<file path="config.mk">
export PLATFORM = sky130hd
export DESIGN_NAME = pipelined_add_sub
export DESIGN_NICKNAME = d
export VERILOG_FILES = /design/src/rtl/add_pkg.sv /design/src/rtl/chunk_adder.sv /design/src/rtl/pipelined_add_sub.sv
export SDC_FILE = /design/constraint.sdc
export NUM_CORES = 1
export LEC_CHECK = 0
export ABC_AREA = 0
export CAP_MARGIN = 5
export CORE_MARGIN = 2
export CORE_UTILIZATION = 40
export CTS_CLUSTER_DIAMETER = 30
export DETAILED_ROUTE_END_ITERATION = 7
export SYNTH_ARGS = -nofsm -noshare
export SYNTH_HDL_FRONTEND = slang
export SYNTH_SLANG_ARGS = --single-unit
</file>
<file path="constraint.sdc">
create_clock -name CLK -period 1.9 [get_ports CLK]
set_input_delay 0.19 -clock CLK [delete_from_list [all_inputs] [get_ports CLK]]
set_output_delay 0.19 -clock CLK [all_outputs]
set_load 0.01 [all_outputs]
</file>
<file path="src/rtl/add_pkg.sv">
// Shared types and helpers for the pipelined adder/subtractor.
package add_pkg;

  typedef enum logic {
    OP_ADD = 1'b0,
    OP_SUB = 1'b1
  } op_e;

  function automatic int stages(input int width, input int chunk);
    return width / chunk;
  endfunction

endpackage

</file>
<file path="src/rtl/chunk_adder.sv">
// Combinational CHUNK-bit adder slice: sum, carry-out and carry into its MSB.
module chunk_adder #(
  parameter int CHUNK = 4
) (
  input  logic [CHUNK-1:0] a_i,
  input  logic [CHUNK-1:0] b_i,
  input  logic             c_i,
  output logic [CHUNK-1:0] s_o,
  output logic             c_o,
  output logic             cmsb_o
);

  logic [CHUNK:0] sum;

  assign sum    = {1'b0, a_i} + {1'b0, b_i} + {{CHUNK{1'b0}}, c_i};
  assign s_o    = sum[CHUNK-1:0];
  assign c_o    = sum[CHUNK];
  // The carry into the MSB is recovered from the MSB half-sum instead of a second adder.
  assign cmsb_o = a_i[CHUNK-1] ^ b_i[CHUNK-1] ^ sum[CHUNK-1];

endmodule

</file>
<file path="src/rtl/pipelined_add_sub.sv">
// WIDTH-bit adder/subtractor with the carry chain split into CHUNK-bit pipeline
// stages, valid/ready on both sides and a global stall.
module pipelined_add_sub
  import add_pkg::*;
#(
  parameter int WIDTH = 16,
  parameter int CHUNK = 4
) (
  input  logic             CLK,
  input  logic             RST_N,
  input  logic             IN_VALID,
  output logic             IN_READY,
  input  logic [WIDTH-1:0] A,
  input  logic [WIDTH-1:0] B,
  input  logic             SUB,
  input  logic             CIN,
  output logic             OUT_VALID,
  input  logic             OUT_READY,
  output logic [WIDTH-1:0] S,
  output logic             C,
  output logic             OVF
);

  localparam int STAGES = stages(WIDTH, CHUNK);
  localparam int LAST   = STAGES - 1;

  if ((WIDTH % CHUNK) != 0 || STAGES < 1 || STAGES > 16) begin : g_bad_cfg
    $error("pipelined_add_sub: WIDTH must be a multiple of CHUNK giving 1..16 stages");
  end

  op_e              op;
  logic             advance;

  logic [WIDTH-1:0] x_in [STAGES];
  logic [WIDTH-1:0] b_in [STAGES];
  logic             c_in [STAGES];
  logic             v_in [STAGES];

  logic [CHUNK-1:0] s_c  [STAGES];
  logic             co_c [STAGES];
  logic             cm_c [STAGES];
  logic [WIDTH-1:0] x_d  [STAGES];

  // x_q holds finished sum chunks below the stage and untouched A chunks above it.
  logic [WIDTH-1:0] x_q  [STAGES];
  logic [WIDTH-1:0] b_q  [STAGES];
  logic             c_q  [STAGES];
  logic             vld_q[STAGES];

  logic [WIDTH-1:0] s_q;
  logic             c_out_q;
  logic             ovf_q;

  assign op        = op_e'(SUB);
  assign advance   = !vld_q[LAST] || OUT_READY;
  assign IN_READY  = advance;
  assign OUT_VALID = vld_q[LAST];
  assign S         = s_q;
  assign C         = c_out_q;
  assign OVF       = ovf_q;

  always_comb begin
    x_in[0] = A;
    b_in[0] = (op == OP_SUB) ? ~B : B;
    c_in[0] = (op == OP_SUB) ? 1'b1 : CIN;
    v_in[0] = IN_VALID;
    for (int k = 1; k < STAGES; k++) begin
      x_in[k] = x_q[k-1];
      b_in[k] = b_q[k-1];
      c_in[k] = c_q[k-1];
      v_in[k] = vld_q[k-1];
    end
  end

  for (genvar g = 0; g < STAGES; g++) begin : g_chunk
    chunk_adder #(.CHUNK(CHUNK)) u_chunk (
      .a_i    (x_in[g][g*CHUNK +: CHUNK]),
      .b_i    (b_in[g][g*CHUNK +: CHUNK]),
      .c_i    (c_in[g]),
      .s_o    (s_c[g]),
      .c_o    (co_c[g]),
      .cmsb_o (cm_c[g])
    );
  end

  always_comb begin
    for (int k = 0; k < STAGES; k++) begin
      x_d[k] = x_in[k];
      x_d[k][k*CHUNK +: CHUNK] = s_c[k];
    end
  end

  always_ff @(posedge CLK or negedge RST_N) begin
    if (!RST_N) begin
      for (int k = 0; k < STAGES; k++) vld_q[k] <= 1'b0;
    end else if (advance) begin
      for (int k = 0; k < STAGES; k++) vld_q[k] <= v_in[k];
    end
  end

  // Skew registers between stages; contents of invalid stages are don't-care.
  always_ff @(posedge CLK) begin
    if (advance) begin
      for (int k = 0; k < LAST; k++) begin
        if (v_in[k]) begin
          x_q[k] <= x_d[k];
          b_q[k] <= b_in[k];
          c_q[k] <= co_c[k];
        end
      end
    end
  end

  // Final stage: result registers change only when a valid result is loaded.
  always_ff @(posedge CLK or negedge RST_N) begin
    if (!RST_N) begin
      s_q     <= '0;
      c_out_q <= 1'b0;
      ovf_q   <= 1'b0;
    end else if (advance && v_in[LAST]) begin
      s_q     <= x_d[LAST];
      c_out_q <= co_c[LAST];
      ovf_q   <= co_c[LAST] ^ cm_c[LAST];
    end
  end

endmodule

</file>
* Word-level counts from Yosys, hierarchy flattened
Memories as Yosys holds them, arrays and structs flattened. Cells that the tools add are included.
Storage, ports and cells: input bits 38, memory bits (read-only) 0, output and inout bits 20, RAM bits 132, latch bits 0, register bits 22, memories kept 3, logic and storage cells 36
Operators by class: multipliers 0, eq/ne operators 0, add/sub/neg operators 8, divide/modulo/power cells 0, shift-type cells 0, order comparisons 0, reduce and logical (&&, ||, !) cells 3, mux-type cells 11, bitwise gates (word level) 4
Memories:
- b_q | depth 4, bits a word 16, read ports 3, clocked after Yosys merged registers in 0, write ports 3, line pipelined_add_sub.sv:46 | logic [WIDTH-1:0] b_q [STAGES];
- x_q | depth 4, bits a word 16, read ports 3, clocked after Yosys merged registers in 0, write ports 3, line pipelined_add_sub.sv:45 | logic [WIDTH-1:0] x_q [STAGES];
- c_q | depth 4, bits a word 1, read ports 3, clocked after Yosys merged registers in 0, write ports 3, line pipelined_add_sub.sv:47 | logic c_q [STAGES];
Operators by type and width (number):
- adder 4 x 4 -> 5 bit | 4
- adder 5 x 1 -> 5 bit | 4
- two-way mux 16 bit | 1
- NOT 16 bit | 1
- two-way mux 1 bit | 10
- XOR 1 bit | 3
- logical AND 1 bit | 1
- logical NOT 1 bit | 1
- logical OR 1 bit | 1

* Longest topological paths before layout
word-level depth 4, depth in mapped cells 7, gate-level depth less buffers 7

* By module
A second synthesis with hierarchy kept.
Second synthesis, totals: cell total of the unflattened synthesis 214, area, all modules 3913.8 um2
Modules (own cells, without submodules):
- pipelined_add_sub | area each 3348.2 um2, seq. area each 2802.7 um2, instances 1, cells an instance 146
- chunk_adder | area each 141.4 um2, seq. area each 0.0 um2, instances 4, cells an instance 17

* Worst setup path before layout
Ideal clock, no wire load.
path kind input -> register, from in SUB, to mem c_q[0][0], data pin, cell stages on the path 7, required time 1.646 ns, buffers on the path 2, arrival time 1.874 ns, setup slack -0.228 ns, cells stage by stage buf_2 buf_4 xor2_1 fa_1 fa_1 a21o_1 a21o_1
RTL lines:
- from (decl) | line pipelined_add_sub.sv:15 | input logic SUB,
- to (decl) | line pipelined_add_sub.sv:47

==> metrics.md <==
| Metric | Value |
|---|---|
| Post-CTS Setup Bufs | 0 |
| Leakage power | 1.89 nW |
| Via Count | 1807 |
| Final design area excluding fillers | 4860 um^2 |
| Final std cells w/o fill | 416 |
| Num CTS Buffers | 9 |
| VDD IR max | 0.417 mV |
| Ant. Diodes | 0 |
| Initial antenna violation count | 0 |
| Fin nets | 340 |
| CTS clock-pin slew for the worst setup and hold paths | 0.09 ns |
| DRT Wirelength | 5300 um |
| WP data required | 2.02 ns |
| Gate Count Post-Synth | 210 |
| Htree depth | 3 |
| Final setup TNS | 0 ns |
| Mapped Area | 3870 um^2 |
| Startpoint Class | input port |
| Gr usage total | 0.115 |
| Vias in the first global route | 1837 |
| Area Growth Syn to Fin | 25.5% |
| Sequential cell area fraction in the yosys report | 0.724 |
| Hold Violations, Final | 0 |
| Core Region | 9330 um^2 |
| Fin crit share | 0.969 |
| Share of layout cells above drive strength 1 | 0.171 |
| Syn Nets | 268 |
| PnR Total Power | 6.50 mW |
| Commonest non-fill, non-tap cell in the layout | edfxtp_1 |
| Rows | 35 |
| Netlist cell types | 24 |
| I/O Pins | 58 |
| Min Tclk post-route | 1.84 ns |
| Worst-case clock buffer depth | 2 |
| Final GP Congestion | 0.702 |
| Vias per cell | 4.34 |
| Detailed-route DRC error count | 0 |
| Placed cell count | 400 |
| Worst R2R Setup Slack | 0.13 ns |
| PwrDens | 1340 nW/um^2 |
| Pin count of the biggest net entering global routing | 30 |
| Clk Tree Root Cell | clkbuf_8 |
| Endpoints failing setup | 0 |
| CP endpoint kind | register |
| Die H | 102 um |
| Routed len/inst | 12.7 um |
| Worst Hold Class | input port to asynchronous set/reset pin |
| Number of hold buffers added after cts | 0 |
| Crit Path Class | input port to register |
| Peak fanout along the critical path | 2 |
| Critical Path AT | 1.96 ns |
| CTS tree | done |
| Antenna Nets Post-Route | 0 |
| PortBufs | 57 |
| Initial Utilization | 0.415 |
| Clk_skew | 0.00826 ns |
| Commonest non-fill, non-tap cells in the layout | edfxtp_1 (75), clkdlybuf4s50_1 (56), dfrtp_1 (22), xor2_1 (20) |
| Global-route wire length before repair | 8770 um |
| Register bit total from synthesis | 97 |
| Least-Margin Pin Slew | 0.342 ns |
| F_max | 543 MHz |
| Post-placement setup slack | -0.500 ns |
| Detailed placer's ending HPWL | 3690 um |
| Syn. warnings | 0 |
| Later-pin clock latency in the skew report | 0.35 ns |
| Die Wd | 102 um |
| Max-cap check violation count | 0 |
| Die Area | 10500 um^2 |
| Slew headroom | 0.772 |
| Fin worst setup slack | 0.0588 ns |
| 1st-iter DRT viols | 54 |
| Post-placement cell area | 4670 um^2 |
| Outcome | complete, no violations |
| RSZ-0062 raised after global routing | no |
| CTS Sinks | 97 |
| Pre-Repair DR Iteration Count | 4 |
| Grt ovf | 0 |
| Syn Area/Cell | 18.4 um^2 |
| Count of final max-slew check failures | 0 |
cells by family (layout without fill, tap and decap cells):
logic type / after synthesis / in the layout / synth area share
compound gates: 18 / 18 / 0.0284
simple gates: 16 / 16 / 0.0252
mux: 17 / 17 / 0.0611
fa+ha+maj: 20 / 20 / 0.0802
xor+xnor: 25 / 25 / 0.0566
buf+inv: 17 / 94 / 0.0246
flops: 97 / 97 / 0.724
cell usage after synthesis:
cell | instances | area share
nand2_4 | 1 | 0.0029
or2_2 | 1 | 0.0016
o21ai_0 | 5 | 0.0065
mux2_4 | 12 | 0.047
mux2_2 | 5 | 0.015
fa_1 | 8 | 0.041
nand2b_4 | 1 | 0.0036
nor2_1 | 2 | 0.0019
and2_1 | 3 | 0.0048
xnor2_1 | 4 | 0.0090
nand2b_1 | 3 | 0.0048
inv_1 | 12 | 0.012
dfrtp_1 | 22 | 0.14
buf_2 | 1 | 0.0013
buf_8 | 1 | 0.0039
buf_6 | 2 | 0.0058
buf_4 | 1 | 0.0019
a21oi_1 | 5 | 0.0065
nor2b_1 | 1 | 0.0016
edfxtp_1 | 75 | 0.58
nand2_1 | 4 | 0.0039
xor2_1 | 21 | 0.048
a21o_1 | 8 | 0.016
ha_1 | 12 | 0.039
registers in the layout, summed over array words and instances, names as in the netlist:
| register | cells |
|---|---|
| x_q | 48 |
| b_q | 24 |
| S | 16 |
| c_q | 3 |
| v_in | 3 |
| C | 1 |
| OUT_VALID | 1 |
| OVF | 1 |
through the flow:
| stage | hold slack [ns] | util |
|---|---|---|
| 2_1_floorplan | -0.106 | - |
| 3_3_place_gp | 0.400 | 0.501 |
| 3_5_place_dp | 0.405 | 0.501 |
| 4_1_cts | 0.183 | 0.520 |
| 5_1_grt | 0.191 | 0.521 |
| 6_report | 0.187 | 0.521 |
area by class of cell:
| type | instances | area [um^2] |
|---|---|---|
| Clock buffer | 11 | 141 |
| Clock inverter | 5 | 40.0 |
| Fill cell | 808 | 4470 |
| Inverter | 12 | 45.0 |
| Multi-Input combinational cell | 96 | 992 |
| Sequential cell | 97 | 2800 |
| Tap cell | 129 | 161 |
| Timing Repair Buffer | 66 | 674 |
what timing repair did:
action / 4_1_cts / 5_1_grt
endpoints found under the hold margin: 0 / 0
gates resized for setup: 1 / 2
endpoints found under the setup margin: 2 / 1
critical path: stages:
cell,delay (ns)
clkdlybuf4s50_1,0.45
xor2_2,0.20
fa_2,0.42
fa_2,0.40
a21o_1,0.16
a21o_1,0.14
final timing paths:
| path | startpoint | end | cells after the start |
|---|---|---|---|
| setup / recovery | B[0] | c_q[0][0] | 6 |
| hold / removal | RST_N | S[6] | 2 |
| setup reg to reg | b_q[0][44] | OVF | 7 |
| hold reg to reg | x_q[0][18] | x_q[0][34] | 0 |
| max in group asynchronous | RST_N | S[10] | 2 |
| min in group CLK | A[11] | x_q[0][11] | 1 |
routing by layer:
layer  global-route usage  wire (um)  up-vias
met5                    0          0        -
met4               0.0554         65        0
met3               0.0315        228        4
met2                0.191       2690       43
met1                0.141       2320      866
li1                     -          -      894
report_power, final:
group / leakage (nW) / switching [mW] / total (mW) / internal, mW
Clock: 0.0822 / 0.688 / 1.21 / 0.519
Sequential: 0.973 / 0.251 / 3.31 / 3.05
Combinational: 0.839 / 0.853 / 1.99 / 1.13
(Power assumes the default switching activity.)
